### src/rtl/sram_arb_pkg.sv
// sram_arb_pkg: shared types and constants for the two-port SRAM arbiter.
//   state_e   - arbiter FSM states
//   PORT_A/B  - port-select encoding used by the grant logic and the FSM
//   WAIT_W    - width of the ACCESS down-counter (WAIT_CYCLES up to 15)
package sram_arb_pkg;

    typedef enum logic [1:0] {
        StIdle,
        StSetup,
        StAccess,
        StDone
    } state_e;

    localparam logic PORT_A = 1'b0;
    localparam logic PORT_B = 1'b1;

    localparam int unsigned WAIT_W = 4;

endpackage

### src/rtl/sram_arb_grant.sv
// sram_arb_grant: combinational winner selection between the two requesters.
// Optional feature macro: SRAM_ARB_ROUND_ROBIN_EN
//   defined   - round-robin: on a tie the port not granted last wins
//   undefined - fixed priority: port A always wins a tie
// Ports:
//   a_req, b_req  in   request levels
//   last_grant    in   port granted by the previous arbitration
//   grant_valid   out  at least one request present
//   grant_port    out  winning port (PORT_A / PORT_B)
module sram_arb_grant
    import sram_arb_pkg::*;
(
    input  logic a_req,
    input  logic b_req,
    input  logic last_grant,
    output logic grant_valid,
    output logic grant_port
);

    always_comb begin
        grant_valid = a_req | b_req;
`ifdef SRAM_ARB_ROUND_ROBIN_EN
        if (a_req && b_req) begin
            grant_port = (last_grant == PORT_A) ? PORT_B : PORT_A;
        end else begin
            grant_port = a_req ? PORT_A : PORT_B;
        end
`else
        grant_port = a_req ? PORT_A : PORT_B;
`endif
    end

`ifndef SRAM_ARB_ROUND_ROBIN_EN
    // History is irrelevant under fixed priority.
    logic unused_last_grant;
    assign unused_last_grant = last_grant;
`endif

endmodule

### src/rtl/sram_arbiter.sv
// sram_arbiter: shares one asynchronous 16-bit SRAM between two byte-wide
// requesters (A = video / high priority, B = CPU / loader) and sequences the
// SRAM pins: IDLE -> SETUP -> ACCESS (WAIT_CYCLES) -> DONE -> IDLE.
// Grant policy is selected by SRAM_ARB_ROUND_ROBIN_EN (see sram_arb_grant).
// Ports:
//   sysclk, reset              clock, synchronous active-high reset
//   a_*/b_*                    requester ports: req level, byte addr, we, wdata,
//                              rdata (held until next read of that port), ack pulse
//   ram_addr                   SRAM word address (byte addr >> 1)
//   ram_data_o / ram_data_i    pad write / read data
//   ram_data_oe                drive pads when 1
//   ram_ce_n ... ram_ub_n      active-low SRAM controls
//   busy                       FSM not in IDLE
// All outputs are registered.
module sram_arbiter
    import sram_arb_pkg::*;
#(
    parameter int unsigned WAIT_CYCLES = 2,
    parameter int unsigned ADDR_W      = 22
) (
    input  logic              sysclk,
    input  logic              reset,
    input  logic              a_req,
    input  logic [ADDR_W-1:0] a_addr,
    input  logic              a_we,
    input  logic [7:0]        a_wdata,
    output logic [7:0]        a_rdata,
    output logic              a_ack,
    input  logic              b_req,
    input  logic [ADDR_W-1:0] b_addr,
    input  logic              b_we,
    input  logic [7:0]        b_wdata,
    output logic [7:0]        b_rdata,
    output logic              b_ack,
    output logic [ADDR_W-2:0] ram_addr,
    output logic [15:0]       ram_data_o,
    input  logic [15:0]       ram_data_i,
    output logic              ram_data_oe,
    output logic              ram_ce_n,
    output logic              ram_oe_n,
    output logic              ram_we_n,
    output logic              ram_lb_n,
    output logic              ram_ub_n,
    output logic              busy
);

    localparam logic [WAIT_W-1:0] WaitLoad = WAIT_W'(WAIT_CYCLES - 1);

    state_e            state_q;
    logic [WAIT_W-1:0] cnt_q;
    logic              port_q;
    logic              we_q;
    logic              ub_q;
    logic              last_grant_q;

    logic              grant_valid;
    logic              grant_port;
    logic [ADDR_W-1:0] sel_addr;
    logic              sel_we;
    logic [7:0]        sel_wdata;
    logic [7:0]        rd_byte;

    sram_arb_grant u_grant (
        .a_req       (a_req),
        .b_req       (b_req),
        .last_grant  (last_grant_q),
        .grant_valid (grant_valid),
        .grant_port  (grant_port)
    );

    always_comb begin
        sel_addr  = a_addr;
        sel_we    = a_we;
        sel_wdata = a_wdata;
        if (grant_port == PORT_B) begin
            sel_addr  = b_addr;
            sel_we    = b_we;
            sel_wdata = b_wdata;
        end
    end

    assign rd_byte = ub_q ? ram_data_i[15:8] : ram_data_i[7:0];

    // Pin registers are loaded with the values of the state being entered, so
    // the pins always reflect the current state without combinational paths.
    always_ff @(posedge sysclk) begin
        if (reset) begin
            state_q      <= StIdle;
            cnt_q        <= '0;
            port_q       <= PORT_A;
            we_q         <= 1'b0;
            ub_q         <= 1'b0;
            last_grant_q <= PORT_B;
            a_rdata      <= '0;
            b_rdata      <= '0;
            a_ack        <= 1'b0;
            b_ack        <= 1'b0;
            ram_addr     <= '0;
            ram_data_o   <= '0;
            ram_data_oe  <= 1'b0;
            ram_ce_n     <= 1'b1;
            ram_oe_n     <= 1'b1;
            ram_we_n     <= 1'b1;
            ram_lb_n     <= 1'b1;
            ram_ub_n     <= 1'b1;
            busy         <= 1'b0;
        end else begin
            a_ack <= 1'b0;
            b_ack <= 1'b0;
            case (state_q)
                StIdle: begin
                    if (grant_valid) begin
                        state_q      <= StSetup;
                        busy         <= 1'b1;
                        port_q       <= grant_port;
                        last_grant_q <= grant_port;
                        we_q         <= sel_we;
                        ub_q         <= sel_addr[0];
                        ram_addr     <= sel_addr[ADDR_W-1:1];
                        ram_data_o   <= {sel_wdata, sel_wdata};
                        ram_ce_n     <= 1'b0;
                        ram_lb_n     <= sel_addr[0];
                        ram_ub_n     <= ~sel_addr[0];
                        // Reads enable the SRAM output, writes drive the bus;
                        // never both.
                        ram_oe_n     <= sel_we;
                        ram_data_oe  <= sel_we;
                    end
                end
                StSetup: begin
                    state_q  <= StAccess;
                    cnt_q    <= WaitLoad;
                    ram_we_n <= ~we_q;
                end
                StAccess: begin
                    if (cnt_q == '0) begin
                        state_q  <= StDone;
                        ram_we_n <= 1'b1;
                        ram_oe_n <= 1'b1;
                        if (port_q == PORT_B) begin
                            b_ack <= 1'b1;
                            if (!we_q) b_rdata <= rd_byte;
                        end else begin
                            a_ack <= 1'b1;
                            if (!we_q) a_rdata <= rd_byte;
                        end
                    end else begin
                        cnt_q <= cnt_q - WAIT_W'(1);
                    end
                end
                StDone: begin
                    // Address and data were held through DONE for hold time.
                    state_q     <= StIdle;
                    busy        <= 1'b0;
                    ram_ce_n    <= 1'b1;
                    ram_lb_n    <= 1'b1;
                    ram_ub_n    <= 1'b1;
                    ram_data_oe <= 1'b0;
                end
                default: state_q <= StIdle;
            endcase
        end
    end

endmodule

### config.mk
export PLATFORM = sky130hd
export DESIGN_NAME = sram_arbiter
export DESIGN_NICKNAME = d
export VERILOG_FILES = /design/src/rtl/sram_arb_pkg.sv /design/src/rtl/sram_arb_grant.sv /design/src/rtl/sram_arbiter.sv
export SDC_FILE = /design/constraint.sdc
export NUM_CORES = 1
export LEC_CHECK = 0
export CORE_MARGIN = 4
export CORE_UTILIZATION = 35
export DETAILED_ROUTE_END_ITERATION = 10
export PLACE_DENSITY = 0.67
export SYNTH_ARGS = -nofsm -noshare
export SYNTH_HDL_FRONTEND = slang
export SYNTH_SLANG_ARGS = --single-unit
### constraint.sdc
create_clock -name sysclk -period 2.1 [get_ports sysclk]
set_input_delay 0.42 -clock sysclk [delete_from_list [all_inputs] [get_ports sysclk]]
set_output_delay 0.42 -clock sysclk [all_outputs]
set_load 0.01 [all_outputs]
# Yosys cells after proc, flatten, opt, wreduce, memory -nomap -nowiden
# Index checks and enable logic that the tools add are counted.
# totals
ff_bits	71
in_bits	82
word_cells	70
# classes
addsub	1
eq_ne	6
n_mux	25
n_bitwise	6
reduce_logical	14
# ops
cell	n
$mux 22	1
$mux 8	2
$pmux 1 s2	7
$mux 1	10
$reduce_and 2->1	5
$pmux 2 s4	1
$pmux 4 s2	1
$reduce_and 4->1	2
$ne 2x2->1 const B	3
$reduce_bool 2->1	3
$not 1->1	5
$eq 2x2->1 const B	2
$logic_not 4->1	1
$mux 2	2
$mux 4	1
$sub 4x1->4 const B	1
$reduce_and 3->1	1
$reduce_or 3->1	1
$eq 2x1->1 const B	1
$logic_not 2->1	1
$or 1x1->1	1

# Longest topological paths before layout
# Gate-level depths: netlist of the first run.
# depth
depth_word	4
depth_mapped	7
mapped_depth_nobuf	5

# Hierarchy
# Synthesis of the first run repeated with hierarchy kept, for this count alone.
# hier_totals
hier_cells	316
hier_area_um2	2995.4
# by_module_without_submodules
mod	instances	cells_per_inst	area_per_inst_um2
sram_arbiter	1	314	2985.4
sram_arb_grant	1	2	10.0

# Least setup slack after synthesis of the first run
# Ideal clock, no wire load.
# synth_timing
path_kind	register -> register
start	register state_q[0]
end	register b_rdata[0]
setup_ns	0.072
arrival_ns	1.437
setup_slack_ns	0.591
stages_incl_launch_ff	8
synth_period_minus_slack_ns	1.509
cell_sequence	dfxtp_1 > inv_1 > ha_1 > buf_4 > and4bb_2 > nand3b_1 > buf_4 > mux2i_1
# synth_via
elab_chain_len	2
# synth_rtl
item	line_no	rtl
from (decl)	sram_arbiter.sv:49	state_e state_q;
from (signal assigned)	sram_arbiter.sv:88	state_q <= StIdle;
from (signal assigned)	sram_arbiter.sv:113	state_q <= StSetup;
from (signal assigned)	sram_arbiter.sv:131	state_q <= StAccess;
$eq 2x2->1	sram_arbiter.sv:110	case (state_q)
$reduce_and 4->1 (no source line)	--	
to (signal assigned)	sram_arbiter.sv:142	if (!we_q) b_rdata <= rd_byte;
to (decl)	sram_arbiter.sv:33	output logic [7:0] b_rdata,
# Every way passes these cells.
# A chain may end at the register's enable or synchronous reset.

# Worst setup path after layout of the first run
# layout_timing
start	register state_q[1]
end	register state_q[0]
# layout_via
elab_chain_len	3
# layout_rtl
item	line_no
$eq 2x2->1 or $logic_not 2->1 (tied branches)	sram_arbiter.sv:110
$ne 2x2->1 (no source line)	--
$reduce_and 2->1 (no source line)	--
# Several ways; a longest one is shown, not always the timed one.

==> results of run 1 <==
-- logic make-up (layout without fill, tap and decap cells) --
logic type / Yosys count / after routing / synth area share
muxes: 55 / 55 / 0.1810
and+or+nand+nor: 91 / 91 / 0.1687
AOI/OAI and AO/OA: 60 / 60 / 0.1407
DFF: 63 / 63 / 0.4146
buffers and inverters: 39 / 177 / 0.07034
adders and majority gates: 6 / 6 / 0.02468
-- worst reg2reg max path, cell delays in order (launching register included) --
cell	delay [ps]
dfxtp_1	350
inv_1	100
ha_1	430
or3b_2	550
o21ai_0	160
a221oi_1	130
-- path summary, 6_finish.rpt --
path                            cells after the start                       to               startpoint
worst max-delay path                                5  state_q[0]$_SDFFE_PP0P_  state_q[1]$_SDFFE_PP0P_
worst max register to register                      5  state_q[0]$_SDFFE_PP0P_  state_q[1]$_SDFFE_PP0P_
worst min register to register                      2        busy$_SDFFE_PP0P_        busy$_SDFFE_PP0P_
worst min-delay path                                2        busy$_SDFFE_PP0P_        busy$_SDFFE_PP0P_
-- final cells by class --
| type | instances | area, sq um | share of cell area |
|---|---|---|---|
| clock buffer | 13 | 158.9 | 0.03362 |
| sequential | 63 | 1261 | 0.2668 |
| timing repair buffer | 154 | 1516 | 0.3208 |
| clock inverter | 3 | 65.06 | 0.01376 |
| multi-input combinational | 212 | 1568 | 0.3317 |
| inverter | 7 | 26.28 | 0.005559 |
| tap | 105 | 131.4 | 0.02779 |
-- power by group through the flow --
stage	Sequential, mW	Combinational [mW]	Clock (mW)
3_5_place_dp	1.80	2.24	0
6_report	1.78	2.22	1.18
4_1_cts	1.78	2.25	1.22
5_1_grt	1.84	2.42	1.26
2_1_floorplan	1.88	1.14	0
3_3_place_gp	1.79	2.22	0
-- metrics by stage --
step | hold slack, ps | instances | worst slack, ps
floorplan | 451.7 | 314 | 591.2
global placement | 461.6 | 541 | 152.1
detailed placement | 465.8 | 541 | 160.2
CTS | 477.2 | 557 | 251.0
global route | 499.3 | 557 | 80.27
finish | 471.6 | 557 | 236.7
-- state kept, by name (all words and copies together), names as in the netlist, 2 cells and up --
register / count
state_q: 2
a_rdata: 8
ram_data_o: 8
b_rdata: 8
cnt_q: 4
ram_addr: 21
-- metal layers --
| layer | global-route usage | vias up | wire (microns) |
|---|---|---|---|
| met3 | 0.05372 | 8 | 739 |
| met4 | 0.06442 | 0 | 95 |
| met2 | 0.2500 | 84 | 3829 |
| met5 | 0 | - | 0 |
| met1 | 0.1772 | 1208 | 3150 |
| li1 | - | 1375 | - |
-- placed cells by master (no fill, tap or decap), drive strengths merged --
| master | Yosys | final |
|---|---|---|
| a311oi | 4 | 4 |
| ha | 6 | 6 |
| nand4b | 1 | 1 |
| nand2b | 21 | 21 |
| o32a | 1 | 1 |
| or3b | 3 | 3 |
| nand2 | 4 | 4 |
| and4bb | 1 | 1 |
| o31a | 2 | 2 |
| nor2b | 4 | 4 |
| nand3 | 2 | 2 |
| a221oi | 1 | 1 |
| nor2 | 35 | 35 |
| bufinv | 0 | 2 |
| a211o | 1 | 1 |
| a21oi | 9 | 9 |
| o21bai | 4 | 4 |
| o21a | 2 | 2 |
| nor4 | 1 | 1 |
| mux2i | 55 | 55 |
| nand3b | 3 | 3 |
| buf | 25 | 13 |
| clkinv | 0 | 1 |
| o21ai | 5 | 5 |
| or3 | 2 | 2 |
| a211oi | 31 | 31 |
| nand4bb | 1 | 1 |
| nor3b | 3 | 3 |
| dfxtp | 63 | 63 |
| inv | 7 | 7 |
| clkbuf | 7 | 13 |
| nand4 | 1 | 1 |
| clkdlybuf4s50 | 0 | 141 |
| nor3 | 1 | 1 |
| or2 | 8 | 8 |
==> results.ini, run 1 <==
[yosys]
ys_types = 35
ys_ff_latch = 63
synth_top_area_cell = dfxtp_1
synth_top_area_frac = 0.4146
synth_warnings = 0
synth_edf_count = 0
synth.most_common_cell = dfxtp_1
synth-seq-area-share = 0.4146
ys_top_cells_by_area = dfxtp_1, mux2i_1, a211oi_1, nand2b_1, nor2_1
synth.avg_cell_area_sq_um = 9.687
ys.flop_type = dfxtp_1
ys_top_cells_by_count = dfxtp_1, mux2i_1, nor2_1
synthCells = 314
syn-num-nets = 402
netlist_area_sq_um = 3042
synthArstFlopShare = 0

[grt]
grt_antenna_before_repair = 0
grt_overflow_total = 0
grt_pass1_wl_mm = 12.41
grt_start_max_net_pins = 59
grt_pass1_vias = 2632
grt.total_usage = 0.1512

[power_and_ir_drop]
clkPwrFrac = 0.228
combPwrFrac = 0.429
p_switching_mw = 1.683
p_int_mw = 3.489
vdd_ir_drop_max_mv = 0.4144
finalPower_mw = 5.172
switching_share = 0.3254
powerDensity_nw_per_um2 = 1094
sequentialPowerShare = 0.343
p_leak_nw = 1.916

[setup_path]
cpPeakStageDelay_ps = 550
cp_cell_sequence = inv_1 > ha_1 > or3b_2 > o21ai_0 > a221oi_1
path_class = flop to flop
worst_path_max_delay_cell = or3b_2
crit_fanout = 13
endpoint_kind = flop
cp-start-kind = flop
worst-path-buf-inv = 1
required_ps = 2280
arrival_ps = 2040
ff2ff_setup_slack_ps = 240
cpLargestDelayFamily = simple AND/OR/NAND/NOR gates

[layout]
fillerInstances = 759
area_growth_pct = 55.41
nNetsFinal = 535
finalInstanceArea_sq_um = 4727
drive_above_1_share = 0.09071
final_util = 0.5668
diodes = 0

[flow_run]
cap_viol_max_count = 0

[sta]
fin_skew_ps = 8.771
period_minus_slack_ps = 1863
hold_viol_final = 0
setup_viol = 0
rsz0062_at_grt = no
maxSlewHeadroom = 0.6458
finalSetupTns_ps = 0
drv_slew = 0
period_share = 0.8873
max_freq_mhz = 536.7
tightest_slew_ps = 531.4

[clock_network]
cts_sinks = 63
postCtsHoldBufs = 0
clock_latency_ps = 330
cts_root_buffer = clkbuf_8
cts_resized = 0
cts.path.max_buffers = 2
numCtsBuffers = 9
htree_levels = 3
cts_tree = done
cts.repair_timing.setup_buffer_count = 0
clkTransAtPathRegs_ps = 70

[placement]
place_congestion = 0.8002
io_buffers = 143
placed_area_sq_um = 4503
dp_hpwl_mm = 5.982

[detailed_routing]
antenna_left = 0
drc = 0
wl_mm = 7.814
drtIter0Drc = 56
first_pass_iters = 4
num_vias = 2675
avgRoutedWirePerCell_microns = 14.03
viasPerCell = 4.803

[floorplanning]
coreArea_sq_um = 8341
die_area_sq_um = 10250
initial_core_util = 0.3647
num_io_pins = 144
core.rowCount = 33
die_y_microns = 101.2
die_w_microns = 101.2

[worst_hold_path]
worstHoldPathType = flop to flop

[status]
status = finished, final reports clean

Power figures use the tool's default switching activity.
==> run 2, diff against run 1 <==
- SKIP_LAST_GASP: unset -> 1
==> results of run 2 <==
The final DEF is identical to that of run 1; final timing and power are the same.
==> run 3, diff against run 2 <==
- CTS_CLUSTER_DIAMETER: unset -> 40
==> results of run 3 <==
The final DEF is identical to that of run 1; final timing and power are the same.
